===== config.mk =====
export PLATFORM = sky130hd
export DESIGN_NAME = hazard_ctrl
export DESIGN_NICKNAME = d
export VERILOG_FILES = /design/src/rtl/hazard_ctrl.sv
export SDC_FILE = /design/constraint.sdc
export NUM_CORES = 1
export LEC_CHECK = 0
export CORE_ASPECT_RATIO = 0.6
export CORE_MARGIN = 5
export CORE_UTILIZATION = 39
export CTS_CLUSTER_DIAMETER = 150
export DETAILED_ROUTE_END_ITERATION = 8
export SLEW_MARGIN = 30
export SYNTH_ARGS = -nofsm -noshare
export SYNTH_HDL_FRONTEND = slang
export SYNTH_SLANG_ARGS = --single-unit

===== constraint.sdc =====
create_clock -name clk -period 3 [get_ports clk]
set_clock_uncertainty 0.2 [all_clocks]
set_input_delay 0.9 -clock clk [delete_from_list [all_inputs] [get_ports clk]]
set_output_delay 0.9 -clock clk [all_outputs]
set_load 0.005 [all_outputs]

===== src/rtl/hazard_ctrl.sv =====
// Hazard and sequencing controller for the 5-stage RISC-V pipe: forwarding selects, load-use stall,
// branch flush and memory-wait freeze. Define HAZARD_PERF_CNT_EN to add saturating event counters.
module hazard_ctrl #(
  parameter int unsigned MEM_TIMEOUT = 15
) (
  input  logic        clk,
  input  logic        rst,
  input  logic [4:0]  Rs1D,
  input  logic [4:0]  Rs2D,
  input  logic [4:0]  RdD,
  input  logic        ResultSrcE0,
  input  logic        PCSrcE,
  input  logic        RegWriteM,
  input  logic        RegWriteW,
  input  logic        MemReqM,
  input  logic        MemReadyM,
  output logic        StallF,
  output logic        StallD,
  output logic        StallE,
  output logic        StallM,
  output logic        FlushD,
  output logic        FlushE,
  output logic        FlushW,
  output logic [1:0]  ForwardAE,
  output logic [1:0]  ForwardBE,
  output logic        MemErr
`ifdef HAZARD_PERF_CNT_EN
  ,
  output logic [15:0] StallCnt,
  output logic [15:0] FlushCnt,
  output logic [15:0] MemWaitCnt
`endif
);

  localparam int unsigned REG_W = 5;
  localparam int unsigned CNT_W = 8;
  localparam logic [CNT_W-1:0] TIMEOUT_C = CNT_W'(MEM_TIMEOUT);

  typedef enum logic [1:0] {S_RESET, S_RUN, S_MEMWAIT, S_HALT} state_t;

  state_t           r_state;
  logic [CNT_W-1:0] r_wait_cnt;
  logic [REG_W-1:0] r_rs1e;
  logic [REG_W-1:0] r_rs2e;
  logic [REG_W-1:0] r_rde;
  logic [REG_W-1:0] r_rdm;
  logic [REG_W-1:0] r_rdw;

  logic w_reset;
  logic w_mem_miss;
  logic w_lw_stall;
  logic w_frozen;

  // M beats W; x0 is hard-wired zero and never forwarded.
  function automatic logic [1:0] fwd_sel(input logic [REG_W-1:0] rs,
                                         input logic [REG_W-1:0] rdm,
                                         input logic [REG_W-1:0] rdw,
                                         input logic             rwm,
                                         input logic             rww);
    logic [1:0] sel;
    sel = 2'b00;
    if (rs != '0) begin
      if (rwm && (rs == rdm))      sel = 2'b10;
      else if (rww && (rs == rdw)) sel = 2'b01;
    end
    return sel;
  endfunction

  assign w_reset    = rst | (r_state == S_RESET);
  assign w_mem_miss = MemReqM & ~MemReadyM;
  assign w_lw_stall = ResultSrcE0 & (r_rde != '0) & ((r_rde == Rs1D) | (r_rde == Rs2D));
  // Freeze covers the first not-ready cycle in RUN plus every MEMWAIT/HALT cycle.
  assign w_frozen   = ~w_reset & ((r_state != S_RUN) | w_mem_miss);

  always_comb begin
    StallF    = 1'b0;
    StallD    = 1'b0;
    StallE    = 1'b0;
    StallM    = 1'b0;
    FlushD    = 1'b0;
    FlushE    = 1'b0;
    FlushW    = 1'b0;
    ForwardAE = 2'b00;
    ForwardBE = 2'b00;
    MemErr    = 1'b0;
    if (w_reset) begin
      FlushD = 1'b1;
      FlushE = 1'b1;
      FlushW = 1'b1;
    end else begin
      ForwardAE = fwd_sel(r_rs1e, r_rdm, r_rdw, RegWriteM, RegWriteW);
      ForwardBE = fwd_sel(r_rs2e, r_rdm, r_rdw, RegWriteM, RegWriteW);
      if (w_frozen) begin
        StallF = 1'b1;
        StallD = 1'b1;
        StallE = 1'b1;
        StallM = 1'b1;
        FlushW = 1'b1;
        MemErr = (r_state == S_HALT);
      end else begin
        FlushD = PCSrcE;
        FlushE = PCSrcE | w_lw_stall;
        StallF = w_lw_stall & ~PCSrcE;
        StallD = w_lw_stall & ~PCSrcE;
      end
    end
  end

  // Sequencer state, wait counter and the private Rs/Rd field pipeline.
  always_ff @(posedge clk) begin
    if (rst) begin
      r_state    <= S_RESET;
      r_wait_cnt <= '0;
      r_rs1e     <= '0;
      r_rs2e     <= '0;
      r_rde      <= '0;
      r_rdm      <= '0;
      r_rdw      <= '0;
    end else begin
      case (r_state)
        S_RESET: r_state <= S_RUN;
        S_RUN: begin
          if (w_mem_miss) begin
            r_state    <= S_MEMWAIT;
            r_wait_cnt <= CNT_W'(1);
          end
        end
        S_MEMWAIT: begin
          if (MemReadyM) begin
            r_state    <= S_RUN;
            r_wait_cnt <= '0;
          end else if (r_wait_cnt >= TIMEOUT_C) begin
            r_state <= S_HALT;
          end else begin
            r_wait_cnt <= r_wait_cnt + CNT_W'(1);
          end
        end
        default: r_state <= S_HALT;
      endcase

      if (r_state == S_RESET) begin
        r_rs1e <= '0;
        r_rs2e <= '0;
        r_rde  <= '0;
        r_rdm  <= '0;
        r_rdw  <= '0;
      end else begin
        if (!StallE) begin
          r_rs1e <= FlushE ? '0 : Rs1D;
          r_rs2e <= FlushE ? '0 : Rs2D;
          r_rde  <= FlushE ? '0 : RdD;
        end
        if (!StallM) r_rdm <= r_rde;
        r_rdw <= FlushW ? '0 : r_rdm;
      end
    end
  end

`ifdef HAZARD_PERF_CNT_EN
  localparam int unsigned PERF_W = 16;

  logic [PERF_W-1:0] r_stall_cnt;
  logic [PERF_W-1:0] r_flush_cnt;
  logic [PERF_W-1:0] r_memwait_cnt;

  function automatic logic [PERF_W-1:0] sat_inc(input logic [PERF_W-1:0] v, input logic en);
    return (en && (v != '1)) ? v + PERF_W'(1) : v;
  endfunction

  // Event counters saturate rather than wrap so a long run never reads as quiet.
  always_ff @(posedge clk) begin
    if (rst) begin
      r_stall_cnt   <= '0;
      r_flush_cnt   <= '0;
      r_memwait_cnt <= '0;
    end else begin
      r_stall_cnt   <= sat_inc(r_stall_cnt, (r_state == S_RUN) & w_lw_stall);
      r_flush_cnt   <= sat_inc(r_flush_cnt, (r_state == S_RUN) & PCSrcE);
      r_memwait_cnt <= sat_inc(r_memwait_cnt, r_state == S_MEMWAIT);
    end
  end

  assign StallCnt   = r_stall_cnt;
  assign FlushCnt   = r_flush_cnt;
  assign MemWaitCnt = r_memwait_cnt;
`endif

endmodule


**After elaboration in Yosys (flattened, before gate mapping)**

Cells that the tools add are included.

- Memories kept: 0
- Register bits after elaboration: 35
- Memory bits (writable): 0
- Bits of input ports: 23
- Bits in read-only memories: 0
- Latch bits: 0

- Bitwise logic cells: 12
- $add $sub $neg: 1
- Muxes and demuxes: 30
- Shift operators: 0
- Equality and inequality tests: 13
- $mul: 0
- Reduce and logical (&&, ||, !) cells: 13
- Div/mod/pow operators: 0
- Order comparisons: 1

Operator list:

| operator | count |
|---|---|
| $eq A5 B5 Y1 | 6 |
| $mux W8 | 3 |
| $mux W2 | 9 |
| $pmux W8 S2 | 1 |
| $mux W5 | 3 |
| $reduce_bool A5 Y1 | 3 |
| $mux W1 | 13 |
| $add A8 B1 Y8 const B | 1 |
| $ge A8 B4 Y1 const B | 1 |
| $ne A3 B3 Y1 const B | 2 |
| $pmux W2 S3 | 1 |
| $and A1 B1 Y1 | 5 |
| $eq A2 B2 Y1 const B | 2 |
| $logic_and A1 B1 Y1 | 4 |
| $or A1 B1 Y1 | 4 |
| $not A1 Y1 | 3 |
| $reduce_and A3 Y1 | 1 |
| $reduce_or A3 Y1 | 1 |
| $eq A2 B1 Y1 const B | 1 |
| $logic_not A2 Y1 | 1 |
| $ne A2 B1 Y1 const B | 1 |
| $ne A2 B2 Y1 const B | 1 |
| $reduce_and A2 Y1 | 1 |
| $reduce_bool A2 Y1 | 1 |
| $reduce_or A2 Y1 | 1 |

**Longest topological paths before layout**

- Depth after elaboration: 7
- Depth in mapped cells: 8

**Least setup slack after synthesis**

No wires, ideal clock.

- Kind: input to output
- From: input port rst
- To: output port StallF
- Setup slack: -205 ps
- Stages: 7
- Arrival: 2105 ps
- Required time: 1900 ps
- Cells stage by stage: buf_2 -> or2_1 -> buf_2 -> a21oi_2 -> buf_4 -> a31o_2 -> buf_4

- Word-level cells in the longest chain between the ends: 5

Ends and longest elaborated chain:

| what | line | source |
|---|---|---|
| start: declaration | 7 | `input logic rst,` |
| $or A1 B1 Y1 (*) | 69 | `assign w_reset = rst \| (r_state == S_RESET);` |
| $not A1 Y1 | 73 | `assign w_frozen = ~w_reset & ((r_state != S_RUN) \| w_mem_miss);` |
| $and A1 B1 Y1 | 73 |  |
| $mux W1 | - |  |
| $mux W1 (*) | - |  |
| end: declaration | 17 | `output logic StallF,` |

Mark *: on every way between the ends. The rest lies on a longest branch, timed or not.

**Worst setup path after layout**

- From: input port rst
- To: output port StallE

- Word-level cells in the longest chain between the ends: 5

Ends and longest elaborated chain:

| what | line | source |
|---|---|---|
| $or A1 B1 Y1 (*) | 69 |  |
| $not A1 Y1 | 73 |  |
| $and A1 B1 Y1 | 73 |  |
| $mux W1 | 93 | `if (w_frozen) begin` |
| $mux W1 (*) | 86 | `if (w_reset) begin` |
| end: declaration | 19 | `output logic StallE,` |

Marks and branches as above.

==> summary.md <==
| Metric | Value |
|---|---|
| Initial Utilization | 0.399 |
| Timing-limited maximum frequency | 337 MHz |
| R2R setup slack | 910 ps |
| Delay-heaviest family, CP | buffers and inverters |
| Number of global-route vias before repair | 1863 |
| Share of post-route cells with drive strength above 1 | 0.372 |
| Wire length on met1 | 3.16 mm |
| CTS clk-pin slew, worst paths | 60 ps |
| Total detailed-routing wirelength | 6.00 mm |
| Number of distinct library cells after synthesis | 45 |
| Portion of total power attributed to combinational logic | 0.443 |
| Clock network latency to the later pin of the worst-skew pair | 290 ps |
| Total via count after detailed routing | 2018 |
| # nets final | 345 |
| Number of antenna violations at the first check in global routing | 0 |
| Combined global-route utilization of all metal layers | 0.185 |
| Width of the chip | 103 um |
| Clock tree from TritonCTS | done |
| Top Layer Used | met4 |
| Ordered cell list for the critical path | buf_6 -> or2_4 -> buf_6 -> a21oi_4 -> buf_6 -> clkdlybuf4s15_1 |
| Crit Path Category | primary input to output pin |
| Max H-tree Level | 2 |
| Std cell rows | 20 |
| Cells after Synth | 230 |
| Slew at the pin closest to its max-slew limit | 621 ps |
| N_diodes | 0 |
| Share of power burned in registers | 0.344 |
| Final critical-path share of the clock period | 0.990 |
| Met2 wire length | 2.47 mm |
| Clock Sinks | 35 |
| Run status | complete, no violations |
| Worst path max stage delay | 270 ps |
| Total gr overflow | 0 |
| Launching element type of the critical path | primary input |
| Standby leakage power | 1.27 nW |
| Arrival time worst endpoint | 1870 ps |
| Power density of the placed cells | 514 nW/um^2 |
| Final Cell Area | 3020 um^2 |
| Total CTS buffers | 5 |
| Routed via count divided by cell count | 5.27 |
| Largest net degree at the start of global routing | 31 |
| Max IR drop VDD | 0.359 mV |
| CORE AREA | 5030 um^2 |
| Final setup TNS | 0 ps |
| Total Die Area | 6730 um^2 |
| Final Critical Period | 2970 ps |
| Mapped Area | 2010 um^2 |
| Count of input and output buffers | 34 |
| Wire length of the first global-routing pass | 9.70 mm |
| Length of the first detailed-routing pass in iterations | 4 |
| Endpoints failing setup | 0 |
| Worst slack after detailed placement | -842 ps |
| Number of nets still failing antenna checks after routing | 0 |
| Length of routed met3 wiring | 353 um |
| Cell mode on critical path | sky130_fd_sc_hd__buf_6 |
| Capturing element type of the critical path | output pin |
| WP data required | 1900 ps |
| Ports | 35 |
| Ys async rst share | 0 |
| Area taken by multi-input logic gates | 1400 um^2 |
| Layout fillers | 424 |
| Internal power consumption | 0.00100 W |
| EDFF count, synth | 0 |
| Critical Path Slowest Stage Cell | sky130_fd_sc_hd__or2_4 |
| Vertical extent of the die | 65.6 um |
| Final hold vios | 0 |
| Area grow syn2layout | 50.6% |
| Register area share after synthesis | 0.349 |
| Routed wire per std cell | 15.7 um |
| HPWL reported at the end of detailed placement | 4.19 mm |
| Final worst hold slack | 306 ps |
| Post-Syn Area per Cell | 8.73 um^2 |
| Switching Share | 0.354 |
| Net count of the mapped netlist | 259 |
| Most used flip-flop cell after synthesis | sky130_fd_sc_hd__dfxtp_1 |
| Total power | 0.00155 W |
| Placed instance area | 2690 um^2 |
| Path category of the worst min-delay check | register to register |
| Final-report max-slew violation count | 0 |
| Total of warnings raised by yosys | 0 |
| Count of buffer and inverter cells on the critical path | 4 |
| Final GP Congestion | 0.793 |
| Worst Slack Setup Final | 30.0 ps |
| Maximum fanout count along the critical path | 4 |
| Number of max-capacitance violations reported | 0 |
| DR DRC count | 0 |
| Maximum number of buffers from clock root to sink | 2 |
| Post-synthesis sequential element count | 35 |
| Remaining max-slew budget at the tightest pin | 0.583 |
| Net switching power | 0.000549 W |
| Area used by sequential logic in the layout | 703 um^2 |
| CTS Root Cell | sky130_fd_sc_hd__clkbuf_8 |
| Drt first-iter violations | 141 |
| Proportion of power drawn by the clock network | 0.214 |
[through the flow]
stage / util / cells
2_1_floorplan: - / 230
5_1_grt: 0.601 / 383
6_report: 0.601 / 383
4_1_cts: 0.581 / 385
3_5_place_dp: 0.534 / 358
3_3_place_gp: 0.534 / 358
[tightest hold or removal path, delay by kind of cell (launching register included)]
kind / cells / cell delay, ps
compound gates: 2 / 120
flops: 1 / 330
[power groups by stage]
stage	registers [W]	logic [W]	clock network [W]
after floorplan	0.000539	0.000318	0
after global routing	0.000538	0.000745	0.000359
after detailed placement	0.000541	0.000557	0
after global placement	0.000542	0.000555	0
after CTS	0.000531	0.000623	0.000336
final	0.000534	0.000687	0.000332
[sequential cells by signal, summed over array words and instances (netlist names)]
register,cells
r_rde,5
r_rdm,5
r_rdw,5
r_rs1e,5
r_rs2e,5
r_state,2
r_wait_cnt,8
[cells in the mapped netlist (all sizes together), types with 4 or more instances]
library cell / count / share of area
and3: 7 / 0.022
a21oi: 14 / 0.039
ha: 6 / 0.037
xnor2: 18 / 0.079
nor4: 6 / 0.034
nand4: 4 / 0.012
a32oi: 16 / 0.070
nand3: 4 / 0.010
inv: 5 / 0.0094
nand2: 30 / 0.056
buf: 9 / 0.029
nor2: 7 / 0.013
dfxtp: 35 / 0.35
o21ai: 19 / 0.053
or4: 6 / 0.024
xor2: 12 / 0.052
[logic make-up after synthesis]
| group | count (synthesis) | share of synthesized area |
|---|---|---|
| and+or+nand+nor | 79 | 0.220 |
| AOI/OAI and AO/OA | 64 | 0.220 |
| DFF | 35 | 0.349 |
| xor gates and xnor gates | 30 | 0.131 |
| buffers and inverters | 16 | 0.0424 |
| adders and majority gates | 6 | 0.0374 |
[metal layers]
metal  vias up  global-route usage
met1       939               0.302
met3         2              0.0392
li1       1019                   -
met5         -                   0
met4         0              0.0295
met2        58               0.244
[timing repair]
action                     CTS  global route
hold buffers                 0             0
buffers inserted            19             0
setup endpoints to repair   12            19
pin swaps                   24            21
gates resized for setup    102            30
[cells in the final DEF, fill, tap and decap left out, types with 4 or more instances in the layout]
master | synthesis | final
sky130_fd_sc_hd__nand4_1 | 4 | 4
sky130_fd_sc_hd__inv_1 | 5 | 5
sky130_fd_sc_hd__clkdlybuf4s15_1 | 0 | 5
sky130_fd_sc_hd__dfxtp_1 | 35 | 33
sky130_fd_sc_hd__buf_6 | 1 | 11
sky130_fd_sc_hd__o21ai_0 | 15 | 15
sky130_fd_sc_hd__and3_1 | 7 | 6
sky130_fd_sc_hd__a21oi_2 | 2 | 4
sky130_fd_sc_hd__clkdlybuf4s50_1 | 0 | 6
sky130_fd_sc_hd__or4_1 | 5 | 5
sky130_fd_sc_hd__ha_1 | 6 | 5
sky130_fd_sc_hd__nand2_1 | 30 | 30
sky130_fd_sc_hd__xnor2_2 | 0 | 7
sky130_fd_sc_hd__buf_2 | 5 | 12
sky130_fd_sc_hd__xor2_1 | 12 | 12
sky130_fd_sc_hd__a32oi_1 | 16 | 15
sky130_fd_sc_hd__buf_4 | 3 | 49
sky130_fd_sc_hd__xnor2_1 | 18 | 11
sky130_fd_sc_hd__a21oi_1 | 12 | 9
sky130_fd_sc_hd__nor2_1 | 7 | 5
sky130_fd_sc_hd__clkbuf_8 | 0 | 5
[path summary, 6_finish.rpt]
check	start	cells after the start	end
max reg2reg	r_state[0]	6	r_wait_cnt[5]
min reg2reg	r_wait_cnt[3]	2	r_wait_cnt[3]
min	r_wait_cnt[3]	2	r_wait_cnt[3]
max	rst	6	StallE
[layout make-up]
class / instances / share of cell area
Multi-Input combinational cell: 179 / 0.463
Timing Repair Buffer: 90 / 0.244
Sequential cell: 35 / 0.233
Tap cell: 66 / 0.0273
Clock buffer: 7 / 0.0252
Inverter: 5 / 0.00621
Clock inverter: 1 / 0.00166
Note: power is estimated with default switching activity, not from simulation.
